## src/rtl/hdb3_pkg.sv

```systemverilog
// Shared symbol encoding and pipeline depth for the HDB3 encoder/decoder pair.
package hdb3_pkg;

    localparam logic [1:0] SYM_ZERO = 2'b00;
    localparam logic [1:0] SYM_POS  = 2'b10;
    localparam logic [1:0] SYM_NEG  = 2'b01;

    localparam int LATENCY = 4;

    // Dual-rail symbol for a mark of the given polarity (1 = positive).
    function automatic logic [1:0] mark_sym(input logic pos);
        return pos ? SYM_POS : SYM_NEG;
    endfunction

endpackage

```

## src/rtl/hdb3_decoder.sv

```systemverilog
// HDB3 decoder: a V (repeat polarity) cancels itself and the symbol three slots before it.
module hdb3_decoder
    import hdb3_pkg::*;
(
    input  logic clk,
    input  logic rst,
    input  logic strobe,
    input  logic p_in,
    input  logic n_in,
    output logic dout
);

    // Window = incoming symbol plus three stored ones; line_r[2] is the oldest.
    logic [LATENCY-2:0][1:0] line_r;
    logic                    last_pos_r;
    logic                    mark_s;
    logic                    v_s;

    assign mark_s = p_in | n_in;
    assign v_s    = mark_s && (p_in == last_pos_r);

    // Shift the window and emit the oldest symbol, both V-related slots cleared.
    always_ff @(posedge clk) begin
        if (rst) begin
            line_r     <= {(LATENCY-1){SYM_ZERO}};
            last_pos_r <= 1'b0;
            dout       <= 1'b0;
        end else if (strobe) begin
            dout       <= (|line_r[LATENCY-2]) & ~v_s;
            line_r[2]  <= line_r[1];
            line_r[1]  <= line_r[0];
            line_r[0]  <= v_s ? SYM_ZERO : {p_in, n_in};
            last_pos_r <= mark_s ? p_in : last_pos_r;
        end else begin
            line_r     <= line_r;
            last_pos_r <= last_pos_r;
            dout       <= dout;
        end
    end

endmodule

```

## src/rtl/hdb3_encoder.sv

```systemverilog
// HDB3 encoder: 4-bit lookahead line, AMI marks, B00V/000V substitution of zero runs.
module hdb3_encoder
    import hdb3_pkg::*;
(
    input  logic clk,
    input  logic rst,
    input  logic strobe,
    input  logic din,
    output logic p,
    output logic n
);

    logic [LATENCY-1:0] bits_r;
    logic [LATENCY-1:0] vmark_r;
    logic [LATENCY-1:0] valid_r;
    logic               last_pos_r;
    logic               odd_r;

    logic               sub_s;
    logic [1:0]         sym_s;
    logic               last_next_s;
    logic               odd_next_s;
    logic [LATENCY-1:0] vmark_next_s;

    // Symbol for the outgoing (oldest) slot; a fresh unmarked all-zero window starts a substitution.
    always_comb begin
        sub_s        = (valid_r == 4'hF) && (bits_r == 4'h0) && (vmark_r == 4'h0);
        sym_s        = SYM_ZERO;
        last_next_s  = last_pos_r;
        odd_next_s   = odd_r;
        vmark_next_s = {vmark_r[LATENCY-2:0], 1'b0};
        if (sub_s) begin
            vmark_next_s = vmark_next_s | 4'b0010;
        end else begin
            vmark_next_s = vmark_next_s;
        end
        if (vmark_r[LATENCY-1]) begin
            sym_s      = mark_sym(last_pos_r);
            odd_next_s = 1'b0;
        end else if (bits_r[LATENCY-1]) begin
            sym_s       = mark_sym(~last_pos_r);
            last_next_s = ~last_pos_r;
            odd_next_s  = ~odd_r;
        end else if (sub_s && !odd_r) begin
            sym_s       = mark_sym(~last_pos_r);
            last_next_s = ~last_pos_r;
            odd_next_s  = ~odd_r;
        end else begin
            sym_s = SYM_ZERO;
        end
    end

    // Pipeline and polarity state advance once per bit strobe; rails are registered.
    always_ff @(posedge clk) begin
        if (rst) begin
            bits_r     <= 4'h0;
            vmark_r    <= 4'h0;
            valid_r    <= 4'h0;
            last_pos_r <= 1'b0;
            odd_r      <= 1'b0;
            p          <= 1'b0;
            n          <= 1'b0;
        end else if (strobe) begin
            bits_r     <= {bits_r[LATENCY-2:0], din};
            vmark_r    <= vmark_next_s;
            valid_r    <= {valid_r[LATENCY-2:0], 1'b1};
            last_pos_r <= last_next_s;
            odd_r      <= odd_next_s;
            p          <= sym_s[1];
            n          <= sym_s[0];
        end else begin
            bits_r     <= bits_r;
            vmark_r    <= vmark_r;
            valid_r    <= valid_r;
            last_pos_r <= last_pos_r;
            odd_r      <= odd_r;
            p          <= p;
            n          <= n;
        end
    end

endmodule

```

## src/rtl/hdb3_top.sv

```systemverilog
// HDB3 link demonstrator: repeating NRZ pattern -> HDB3 rails -> recovered NRZ.
module hdb3_top
    import hdb3_pkg::*;
#(
    parameter int          CLK_DIV = 4,
    parameter logic [31:0] PATTERN = 32'hB0C0_0850,
    parameter int          PAT_LEN = 32
) (
    input  logic sys_clk,
    input  logic rst_n,
    output logic data_orig,
    output logic hdb3_p,
    output logic hdb3_n,
    output logic data_decoded
);

    localparam int CW = $clog2(CLK_DIV);

    // rst_n is an active-high synchronous reset despite its name.
    logic          rst;
    logic [CW-1:0] cnt_r;
    logic [4:0]    idx_r;
    logic          strobe_s;
    logic          src_bit_s;

    assign rst       = rst_n;
    assign strobe_s  = (cnt_r == CW'(CLK_DIV - 1));
    assign src_bit_s = PATTERN[5'(PAT_LEN - 1) - idx_r];

    // Bit divider and MSB-first pattern source.
    always_ff @(posedge sys_clk) begin
        if (rst) begin
            cnt_r     <= '0;
            idx_r     <= 5'd0;
            data_orig <= 1'b0;
        end else if (strobe_s) begin
            cnt_r     <= '0;
            idx_r     <= (idx_r == 5'(PAT_LEN - 1)) ? 5'd0 : idx_r + 5'd1;
            data_orig <= src_bit_s;
        end else begin
            cnt_r     <= cnt_r + CW'(1);
            idx_r     <= idx_r;
            data_orig <= data_orig;
        end
    end

    hdb3_encoder u_enc (
        .clk    (sys_clk),
        .rst    (rst),
        .strobe (strobe_s),
        .din    (src_bit_s),
        .p      (hdb3_p),
        .n      (hdb3_n)
    );

    hdb3_decoder u_dec (
        .clk    (sys_clk),
        .rst    (rst),
        .strobe (strobe_s),
        .p_in   (hdb3_p),
        .n_in   (hdb3_n),
        .dout   (data_decoded)
    );

endmodule

```

## config.mk

```make
export PLATFORM = sky130hd
export DESIGN_NAME = hdb3_top
export DESIGN_NICKNAME = d
export VERILOG_FILES = /design/src/rtl/hdb3_pkg.sv /design/src/rtl/hdb3_decoder.sv /design/src/rtl/hdb3_encoder.sv /design/src/rtl/hdb3_top.sv
export SDC_FILE = /design/constraint.sdc
export NUM_CORES = 1
export LEC_CHECK = 0
export CORE_MARGIN = 10
export CORE_UTILIZATION = 55
export CTS_BUF_LIST = sky130_fd_sc_hd__clkbuf_4
export CTS_CLUSTER_DIAMETER = 150
export DETAILED_ROUTE_END_ITERATION = 10
export DONT_BUFFER_PORTS = 1
export GPL_TIMING_DRIVEN = 0
export PLACE_DENSITY_LB_ADDON = 0.3
export SLEW_MARGIN = 20
export SYNTH_ARGS = -nofsm -noshare
export SYNTH_HDL_FRONTEND = slang
export SYNTH_SLANG_ARGS = --single-unit
```

## constraint.sdc

```tcl
create_clock -name sys_clk -period 1.65 [get_ports sys_clk]
set_input_delay 0.2475 -clock sys_clk [delete_from_list [all_inputs] [get_ports sys_clk]]
set_output_delay 0.2475 -clock sys_clk [all_outputs]
set_load 0.01 [all_outputs]
```

### After elaboration in Yosys (flattened, before gate mapping)

Memory sizes are Yosys's and may differ from the RTL's.
Cells that the tools add are included.

| word-level totals | value |
|---|---|
| flip-flop bits (word level) | 32 |
| ROM bits | 32 |
| input bits | 2 |
| output and inout bits | 4 |
| word-level logic and storage cells | 58 |
| memories kept | 1 |

Memories:

| name | depth | bits a word | rd ports | clocked after Yosys merged registers in | wr ports | RTL line | source |
|---|---|---|---|---|---|---|---|
| (name not given) | 32 | 1 | 1 | 0 | 0 | hdb3_top.sv:28 | `assign src_bit_s = PATTERN[5'(PAT_LEN - 1) - idx_r];` |

| operators by class | value |
|---|---|
| $add $sub $neg | 3 |
| $lt $le $gt $ge | 1 |
| equality and inequality tests | 4 |
| mux-type cells | 14 |
| bitwise gates (word level) | 6 |
| reduce and logical (&&, ||, !) cells | 14 |

Operators with widths:

| cell | number |
|---|---|
| $mux 2 | 7 |
| $logic_not 4->1 | 2 |
| $lt 5x6->1 const B | 1 |
| $mux 1 | 6 |
| $add 5x1->5 const B | 1 |
| $eq 5x5->1 const B | 1 |
| $mux 5 | 1 |
| $sub 5x5->5 const A | 1 |
| $eq 4x4->1 const B | 1 |
| $logic_and 1x1->1 | 4 |
| $not 1->1 | 4 |
| $reduce_and 2->1 | 2 |
| $reduce_or 2->1 | 2 |
| $reduce_and 3->1 | 1 |
| $reduce_bool 3->1 | 1 |
| $add 2x1->2 const B | 1 |
| $eq 2x2->1 const B | 1 |
| $reduce_bool 2->1 | 1 |
| $and 1x1->1 | 1 |
| $eq 1x1->1 | 1 |
| $logic_not 1->1 | 1 |
| $or 1x1->1 | 1 |

### Depth between registers and ports, before layout

Gate-level depths: netlist of run 1.

| depth | value |
|---|---|
| depth after elaboration | 7 |
| mapped depth | 6 |
| mapped depth without buffers | 6 |

### By module

A second synthesis of run 1 with hierarchy kept.

| second synthesis, totals | value |
|---|---|
| cells, all modules | 144 |
| area, all modules | 1391.3 um^2 |

Modules (own cells, without submodules):

| module | times used | cells an instance | area an instance (um^2) | sequential area each (um^2) |
|---|---|---|---|---|
| hdb3_encoder | 1 | 65 | 634.4 | 300.3 |
| hdb3_top | 1 | 44 | 424.2 | 160.2 |
| hdb3_decoder | 1 | 35 | 332.8 | 160.2 |

### Worst setup path after synthesis of run 1

No wires, ideal clock.

| path | value |
|---|---|
| path type | register -> register |
| from | register idx_r[1] |
| to | register u_enc.bits_r[0] |
| setup time | 0.086 ns |
| arrival | 1.302 ns |
| required time | 1.564 ns |
| path slack | 0.263 ns |
| cell stages (with the launch flop) | 7 |
| path buffers | 0 |
| clock period less this slack | 1.387 ns |
| path through | dfxtp_1 > inv_1 > ha_1 > nor2b_1 > a2111oi_0 > a21oi_1 > a211oi_1 |

| on the way | value |
|---|---|
| word-level cells in the longest chain between the ends | 3 |

RTL lines:

| item | RTL line | source |
|---|---|---|
| from (decl) | hdb3_top.sv:22 | `logic [4:0] idx_r;` |
| from (signal assigned) | hdb3_top.sv:38 | `idx_r <= (idx_r == 5'(PAT_LEN - 1)) ? 5'd0 : idx_r + 5'd1;` |
| from (signal assigned) | hdb3_top.sv:42 | `idx_r <= idx_r;` |
| $sub 5x5->5 | hdb3_top.sv:28 |  |
| $mem_v2 32x1 | - |  |
| $mux 1 (not written as such) | hdb3_top.sv:28 |  |
| to (signal assigned) | hdb3_encoder.sv:64 | `bits_r <= {bits_r[LATENCY-2:0], din};` |
| to (signal assigned) | hdb3_encoder.sv:72 | `bits_r <= bits_r;` |
| to (decl) | hdb3_encoder.sv:13 | `logic [LATENCY-1:0] bits_r;` |

No other way between the ends. The select of a mux whose other input is x is not followed.
A chain may end at the register's enable or synchronous reset.

### Worst setup path in the final report of run 1

Ends and elaborated chain as after synthesis.

==> reports/results.txt, run 1 <==
Of the total power, the clock network draws 46.4%. The number of cells traversed by the worst register-to-register path came out at 6. Detailed routing inserted a total of 956 vias. The logs give 0 for the total count of hold-check failures in the final report and 4664 um^2 for the area of the die. Wire segments on met3 add up to 122 um in the final route. Headroom to the max-slew limit came out at 66.12%. The share of total power dissipated in combinational logic is 5.3%.

After clock tree synthesis, the setup repair step added 0 buffers. The clock passes through at most 2 buffers. Static timing analysis puts the maximum clock frequency at 636.8 MHz. In this run, flip-flops and latches consume 48.3% of the power.

The tools report the DRC violation count after routing as 0. The run gives 1678 um as the half-perimeter wire length of the detailed placement result. The cell area that synthesis handed to floorplanning was 1282 um^2. The internal power of the cells is 1.235 mW, and the I/O pin count is 6. The worst setup path is captured at a flip-flop. The tools report the capture point of the worst reg-to-reg path as u_enc.bits_r[0]$_SDFFE_PP0P_. The critical setup path kind is flip-flop to flip-flop. The number of input and output port buffers inserted works out to 0. In this run the critical register-to-register path is launched from idx_r[1]$_SDFFE_PP0P_. Of the total power, the share spent switching nets is 20.10%. Of all flip-flops after synthesis, the portion carrying an async set or reset was 0%. For this design the total switching power over the nets is 0.3107 mW. After detailed routing, the average wire length per cell comes to 13.57 um. Before antenna repair, the detailed router went through 4 iterations. The core region is 2212 um^2. The layout has 196 filler cells. The clock latency on the worst-skew pair was 0.33 ns; the first-pass GRT wire length was 4209 um. The total of cells resized after clock tree synthesis came out at 0. Once layout is complete, the cells apart from fillers number 173.

For this run, the total global-route usage over all layers was measured as 12.31%. The die is 68.29 um tall. The number of antenna violations at the first check in global routing is 0, and the sequential cell area fraction in the yosys report is 46.83%. In the routed layout, each cell is associated on average with a via count of 5.526.

STA puts the critical path data arrival time at 1.82 ns. The clock tree synthesis step divided the H-tree into 2 levels. Setup slack on the worst reg-to-reg path comes out at 0.08 ns.

The largest fanout of any net on the critical path came out at 5. The path class of the tightest hold or removal check is input pin to flip-flop. The number of sinks on the clock net came out at 30. Setup repair after global routing left no endpoint under its margin.

Clock-pin slew was measured on the worst setup and hold paths at 0.09 ns. For this run, the leading register cell type out of synthesis is sky130_fd_sc_hd__dfxtp_1. The via count of the first global-routing pass is 949, and the slew at the pin with the worst max-slew slack is 0.5083 ns. Number of cells traversed by the worst hold path: 2.

In the final layout, flip-flops and latches occupy 601.8 um^2. The layout overhead on the synthesized area was 11.02%; the final-stage net count was 152. The run finished with clean final reports.

The average instance in the mapped netlist occupies 9.361 um^2. The tools report the number of nets produced by synthesis as 145. In this run, placement finished with an instance count of 165.

The run gives 0.7740 as the last weighted congestion value of the routability-driven placer. Counting flops and latches in the post-synthesis netlist gives 30. TritonCTS built the clock tree. Launch instance of the worst min-delay path: rst_n. The highest routed metal layer is met4. The path with the worst hold slack has its endpoint at u_enc.n$_SDFFE_PP0P_. Detailed-routing wirelength on met1: 1074 um. The most common cell after layout, fill and taps aside is sky130_fd_sc_hd__nor2_1. Dividing the final minimum period by the clock period gives 95.18%. The number of antenna diodes in the final layout is 0. The number of DRC violations after detailed-routing iteration 0 is 58. The minimum clock period after layout was 1.570 ns; the total negative slack was 0 ns. Between clock sinks in the finished design, the worst skew comes to 0.003597 ns.

The floorplan has 17 rows. The tools report the total congestion overflow as 0. For the max-slew violation count, the log shows 0. The power per standard cell area was 1086 nW/um^2; the portion of synthesized cell area occupied by the leading cell type was 46.83%. Synthesized instance count: 137.

The tools report the multi-input combinational cell area as 638.1 um^2. After synthesis, the cell types taking the most area are sky130_fd_sc_hd__dfxtp_1, sky130_fd_sc_hd__mux2i_1, sky130_fd_sc_hd__nor2_1. Synthesis instantiated 31 different standard cells from the library. From left edge to right edge, the die measures 68.29 um. Effective utilization at floorplan: 57.98%. The count of nets left with antenna violations once routing finished came out at 0. Entering global routing, the biggest net connects 11 pins.

The count of flip-flops with a built-in enable after synthesis was 0. The analysis attributes to cell leakage a power of 0.5160 nW. The wire length on met2 is 1102 um, and the total clock buffers created by CTS is 5.

For the worst endpoint required time, the log shows 1.89 ns. Summed over all instances, the cell type with the most area after synthesis is sky130_fd_sc_hd__dfxtp_1. Setup violations remaining at the end of the flow were counted as 0. The tools report the number of buffers inserted by hold repair at cts as 0.

Across the run, the number of max-cap violations was 0. The routed wire length is 2348 um, and the share of cells above drive strength 1 is 11.03%. For this run, the number of Yosys warnings is 0. STA classifies the critical path startpoint as a flip-flop.

VDD sags by at most 699.8 uV. Leaving out fill and tap cells, the most frequent cells in the layout are sky130_fd_sc_hd__nor2_1, sky130_fd_sc_hd__dfxtp_1, sky130_fd_sc_hd__mux2i_1, sky130_fd_sc_hd__a21oi_1. The tools report the root buffer cell as sky130_fd_sc_hd__clkbuf_4.
## power by group through the flow
stage / clock network, mW / logic, mW / registers (mW)
floorplan: 0 / 0.0661 / 0.761
global placement: 0 / 0.0796 / 0.763
detailed placement: 0 / 0.0822 / 0.764
CTS: 0.732 / 0.0825 / 0.747
global route: 0.773 / 0.0930 / 0.749
finish: 0.717 / 0.0821 / 0.747
## sequential cells by signal, indices dropped and copies added (netlist names)
signal,count
u_dec.line_r,6
cnt_r,2
u_enc.vmark_r,3
u_dec.dout,1
u_enc.n,1
u_enc.odd_r,1
u_enc.last_pos_r,1
u_dec.last_pos_r,1
u_enc.p,1
u_enc.valid_r,4
idx_r,5
u_enc.bits_r,4
## worst max-delay path: stages (launching register included)
cell,delay (ns)
sky130_fd_sc_hd__dfxtp_1,0.40
sky130_fd_sc_hd__inv_1,0.08
sky130_fd_sc_hd__ha_1,0.17
sky130_fd_sc_hd__nor2b_1,0.12
sky130_fd_sc_hd__a2111oi_1,0.38
sky130_fd_sc_hd__a21oi_1,0.09
sky130_fd_sc_hd__a211oi_1,0.25
## how the worst max path moves through the flow
stage	from	end	slack, ns	cells past startpoint
after floorplan	idx_r[1]$_SDFFE_PP0P_	u_enc.bits_r[0]$_SDFFE_PP0P_	0.26	6
after global placement	idx_r[1]$_SDFFE_PP0P_	u_enc.bits_r[0]$_SDFFE_PP0P_	0.15	6
after detailed placement	idx_r[1]$_SDFFE_PP0P_	u_enc.bits_r[0]$_SDFFE_PP0P_	0.10	6
after CTS	idx_r[1]$_SDFFE_PP0P_	u_enc.bits_r[0]$_SDFFE_PP0P_	0.05	6
after global routing	idx_r[1]$_SDFFE_PP0P_	u_enc.bits_r[0]$_SDFFE_PP0P_	0.009	6
final	idx_r[1]$_SDFFE_PP0P_	u_enc.bits_r[0]$_SDFFE_PP0P_	0.08	6
## metal layers
layer / vias to the layer above / global-route usage [%]
li1: 489 / -
met1: 449 / 13.06
met2: 11 / 19.42
met3: 7 / 6.525
met4: 0 / 6.533
met5: - / 0
## cell families after synthesis
logic type	Yosys count	synth area share, %
AOI/OAI and AO/OA	22	11.71
DFF	30	46.83
muxes	16	12.88
buffers and inverters	11	3.511
adders and majority gates	6	5.854
and+or+nand+nor	52	19.22
## cell type report
| cell class | instances | share of cell area, % |
|---|---|---|
| clock buffers | 5 | 2.636 |
| inverters | 5 | 1.318 |
| plain buffers | 6 | 2.021 |
| flip-flops and latches | 30 | 42.27 |
| clock inverters | 3 | 4.482 |
| well taps | 28 | 2.460 |
| multi-input cells | 96 | 44.82 |
## per-stage QoR
step | hold WS [ns] | worst slack [ns] | cell area (um^2) | power [mW] | utilization, %
2_1_floorplan | 0.3869 | 0.2629 | 1282 | 0.8266 | -
3_3_place_gp | 0.3943 | 0.1522 | 1318 | 0.8423 | 59.56
3_5_place_dp | 0.4018 | 0.1015 | 1318 | 0.8457 | 59.56
4_1_cts | 0.04713 | 0.05177 | 1419 | 1.561 | 64.14
5_1_grt | 0.03722 | 0.009121 | 1424 | 1.615 | 64.37
6_report | 0.05896 | 0.07956 | 1424 | 1.546 | 64.37
## synthesized netlist by cell type (2+ instances only)
master                     n
sky130_fd_sc_hd__inv_1     4
sky130_fd_sc_hd__dfxtp_1  30
sky130_fd_sc_hd__a21oi_1   8
sky130_fd_sc_hd__nor3_1    5
sky130_fd_sc_hd__nor2b_1   3
sky130_fd_sc_hd__mux2i_1  15
sky130_fd_sc_hd__buf_1     3
sky130_fd_sc_hd__nor2_1   30
sky130_fd_sc_hd__ha_1      6
sky130_fd_sc_hd__and3_1    2
sky130_fd_sc_hd__nand2_1   4
sky130_fd_sc_hd__o21ai_0   4
sky130_fd_sc_hd__a22oi_1   3
sky130_fd_sc_hd__buf_2     3
(Power assumes the default switching activity.)
==> inputs of run 2 (changes only) <==
--- a/config.mk
+++ b/config.mk
@@ -5,6 +5,7 @@
 export SDC_FILE = /design/constraint.sdc
 export NUM_CORES = 1
 export LEC_CHECK = 0
+export CAP_MARGIN = 0
 export CORE_MARGIN = 10
 export CORE_UTILIZATION = 55
 export CTS_BUF_LIST = sky130_fd_sc_hd__clkbuf_4
@@ -13,7 +14,6 @@
 export DONT_BUFFER_PORTS = 1
 export GPL_TIMING_DRIVEN = 0
 export PLACE_DENSITY_LB_ADDON = 0.3
-export SLEW_MARGIN = 20
 export SYNTH_ARGS = -nofsm -noshare
 export SYNTH_HDL_FRONTEND = slang
 export SYNTH_SLANG_ARGS = --single-unit
==> results of run 2 <==
Same layout as run 1: the final DEF is identical, and so are final timing and power.
==> inputs of run 3 (changes only) <==
--- a/config.mk
+++ b/config.mk
@@ -13,7 +13,7 @@
 export DETAILED_ROUTE_END_ITERATION = 10
 export DONT_BUFFER_PORTS = 1
 export GPL_TIMING_DRIVEN = 0
-export PLACE_DENSITY_LB_ADDON = 0.3
+export PLACE_DENSITY = 0.7
 export SYNTH_ARGS = -nofsm -noshare
 export SYNTH_HDL_FRONTEND = slang
 export SYNTH_SLANG_ARGS = --single-unit
==> run 3 against run 2 <==
Routed wire length is 2.6% higher. Combinational power is 2% higher. Register-to-register slack better by 0.04 ns. Largest cell class unchanged.
==> reports/results.txt, run 3 (same netlist as run 1, synthesis figures left out) <==
Number of buffers inserted by hold repair at cts: 0. Once detail routing completed, the nets flagged for antenna violations numbered 0. Total count of hold-check failures in the final report: 0.

TritonCTS built the clock tree. After detailed routing, the number of remaining DRC violations is 0. The root buffer cell was sky130_fd_sc_hd__clkbuf_4. Post-CTS setup repair buffer count: 0. The maximum vdd ir drop was 640.1 uV. The timing-limited maximum frequency is 651.7 MHz.

The total overflow left after global routing is 0. The final layout contains 152 nets. The worst setup path is launched from a flip-flop. Once placement finished, the instance area stood at 1318 um^2. The largest fanout of any net on the critical path is 7, and the final standard cell utilization of the core is 62.50%. Combinational logic is responsible for 6.9% of the overall power.

The wire length per cell works out to 14.00 um. The worst setup path is captured at a flip-flop. In this run the horizontal extent of the chip is 68.29 um. More flip-flops sit in one register than any other, and that register is u_dec.line_r. 6 I/O pins were placed. The count of standard-cell rows came out at 17. Per report_power, the clock group accounts for 31.9% of the total. The tools report the total negative slack as 0 ns.

The via count of the first global-routing pass was 948; the arrival time at the worst endpoint was 1.73 ns. No sink is reached through more buffers than the 2 on the longest clock path. The worst slew margin relative to its limit is 64.95%, and the final clock period utilization by the worst path is 92.99%. Timing analysis after detailed placement gives a worst setup slack of 0.07145 ns. The die boundary height came out at 68.29 um. Setup slack on the critical path of the routed design comes to 0.1156 ns. For this design the ratio of total power to cell area is 882.9 nW/um^2. For the last weighted congestion value of the routability-driven placer, the log shows 0.7879. In this run switching power makes up 24.50% of total power. Following the worst setup path forward leads to its endpoint at idx_r[3]$_SDFFE_PP0P_. The critical path in this run is classified as flip-flop to flip-flop. The first global-routing pass estimated 4284 um of wire.

The area of the die was 4664 um^2; the total power was 1.221 mW. For the internal power of the cells, the log shows 0.9217 mW. The most critical setup path has its startpoint at idx_r[0]$_SDFFE_PP0P_. Clock tree synthesis inserted a total of 5 buffers.

The clock transition at the registers of the reported paths was 0.09 ns; the setup-violating endpoint count in the final report was 0. The layout overhead on the synthesized area was 7.805%; the effective utilization at floorplan was 57.98%. The max-capacitance violation count came out at 0. The max-slew violation count was 0.

Global routing consumed, over all layers together, 12.01% of the routing resources. The library cells used most frequently in the layout, excluding fill and tap cells, are sky130_fd_sc_hd__nor2_1, sky130_fd_sc_hd__dfxtp_1, sky130_fd_sc_hd__mux2i_1, sky130_fd_sc_hd__a21oi_1. In this run the worst hold path is classified as input pin to flip-flop. The design area was 1383 um^2; the slew at the pin with the worst max-slew slack was 0.5258 ns. The largest registers in the layout are u_dec.line_r: 6 flops, idx_r: 5 flops. The share of cells above drive strength 1 works out to 13.19%. The share of total power dissipated in sequential elements is 61.2%.

The run gives 11 as the largest net degree at the start of global routing. The library cell used most frequently in the layout, excluding fill and tap cells, is sky130_fd_sc_hd__nor2_1. The flow ran to the end, and the final reports show no timing, DRC or antenna violations. Before antenna repair, the detailed router went through 7 iterations.

Setup repair after global routing left no endpoint under its margin. The later pin in the worst-skew pair is clocked with a latency of 0.32 ns. The minimum clock period after layout was 1.534 ns. Clock tree synthesis found a total of 30 sinks. The H-tree was split into 2 levels. For this block, the routed nets add up to 2408 um of wire. The number of antenna violations at the first check in global routing was 0; the leakage power summed over all cells was 0.4963 nW.

The number of cells traversed by the worst register-to-register path came out at 6. The startpoint identified for the worst register-to-register timing path is idx_r[0]$_SDFFE_PP0P_. Summing over every cut layer, the via total after detailed routing is 972. In this run the register-to-register setup slack is 0.12 ns.

Port buffering added 0 buffers. The wire-length estimate of the detail-placed layout is 1677 um. The register with the most flip-flops in the layout has 6 of them. The logs give 1.84 ns for the worst endpoint required time and 0.008274 ns for the worst clock skew. The first routing iteration left 90 violations. In this run the standard cell core region covers 2212 um^2. The diode insertion count for antenna repair is 0, and the per-cell via count in the routed design is 5.651. In this run the critical register-to-register path is captured at idx_r[3]$_SDFFE_PP0P_. For the net switching power of the design, the log shows 0.2990 mW.
==> run 3: cell types whose count changed in the layout (fill, tap and decap cells not counted) <==
cell,delta
sky130_fd_sc_hd__dfxtp_2,+1
sky130_fd_sc_hd__clkinv_2,+2
sky130_fd_sc_hd__clkinv_1,-1
sky130_fd_sc_hd__dfxtp_1,-1
sky130_fd_sc_hd__a2111oi_2,+1
sky130_fd_sc_hd__nor4b_1,-1
sky130_fd_sc_hd__a2111oi_1,-1
sky130_fd_sc_hd__bufinv_16,-2
sky130_fd_sc_hd__nor4b_2,+1
==> run 3: what timing repair did <==
| item | CTS | global route |
|---|---|---|
| endpoints found under the hold margin | 0 | 0 |
| gates resized for setup | 0 | 6 |
| endpoints found under the setup margin | 0 | 8 |
==> run 3: worst min-delay path by stage <==
stage                     startpoint                   end  slack (ns)  cells past startpoint
after global routing           rst_n  u_enc.n$_SDFFE_PP0P_        0.06                      2
after floorplan                rst_n  u_enc.n$_SDFFE_PP0P_        0.39                      2
after detailed placement       rst_n  u_enc.n$_SDFFE_PP0P_        0.40                      2
final                          rst_n  u_enc.n$_SDFFE_PP0P_        0.07                      2
after CTS                      rst_n  u_enc.n$_SDFFE_PP0P_        0.06                      2
after global placement         rst_n  u_enc.n$_SDFFE_PP0P_        0.39                      2
==> run 3: cell type report <==
type / count / area, um^2
Buffer: 6 / 28.78
Clock buffer: 5 / 37.54
Clock inverter: 2 / 10.01
Fill cell: 199 / 829.5
Inverter: 5 / 18.77
Multi-Input combinational cell: 96 / 649.4
Sequential cell: 30 / 603.1
Tap cell: 28 / 35.03
==> run 3: power groups by stage <==
stage,Clock (mW),Sequential (mW),Combinational [mW]
floorplan,0,0.761,0.0661
global placement,0,0.763,0.0797
detailed placement,0,0.764,0.0818
CTS,0.402,0.747,0.0826
global route,0.444,0.750,0.0967
finish,0.390,0.747,0.0838
==> run 3: critical path: stages, from the launching register on <==
cell                      delay [ns]
sky130_fd_sc_hd__dfxtp_2        0.40
sky130_fd_sc_hd__ha_1           0.21
sky130_fd_sc_hd__and3_1         0.18
sky130_fd_sc_hd__ha_1           0.25
sky130_fd_sc_hd__o21ai_0        0.13
sky130_fd_sc_hd__a22oi_1        0.19
sky130_fd_sc_hd__nor2_1         0.06
==> run 3: through the flow <==
step	instances	hold slack, ns
floorplan	137	0.3869
global placement	165	0.3919
detailed placement	165	0.3987
CTS	172	0.06426
global route	172	0.05559
finish	172	0.07081
==> run 3: per-layer routing <==
layer / wire [um] / vias to the layer above / track usage, %
li1: - / 491 / -
met3: 107 / 4 / 4.894
met1: 1095 / 465 / 13.63
met5: 0 / - / 0
met2: 1186 / 12 / 19.77
met4: 19 / 0 / 4.523
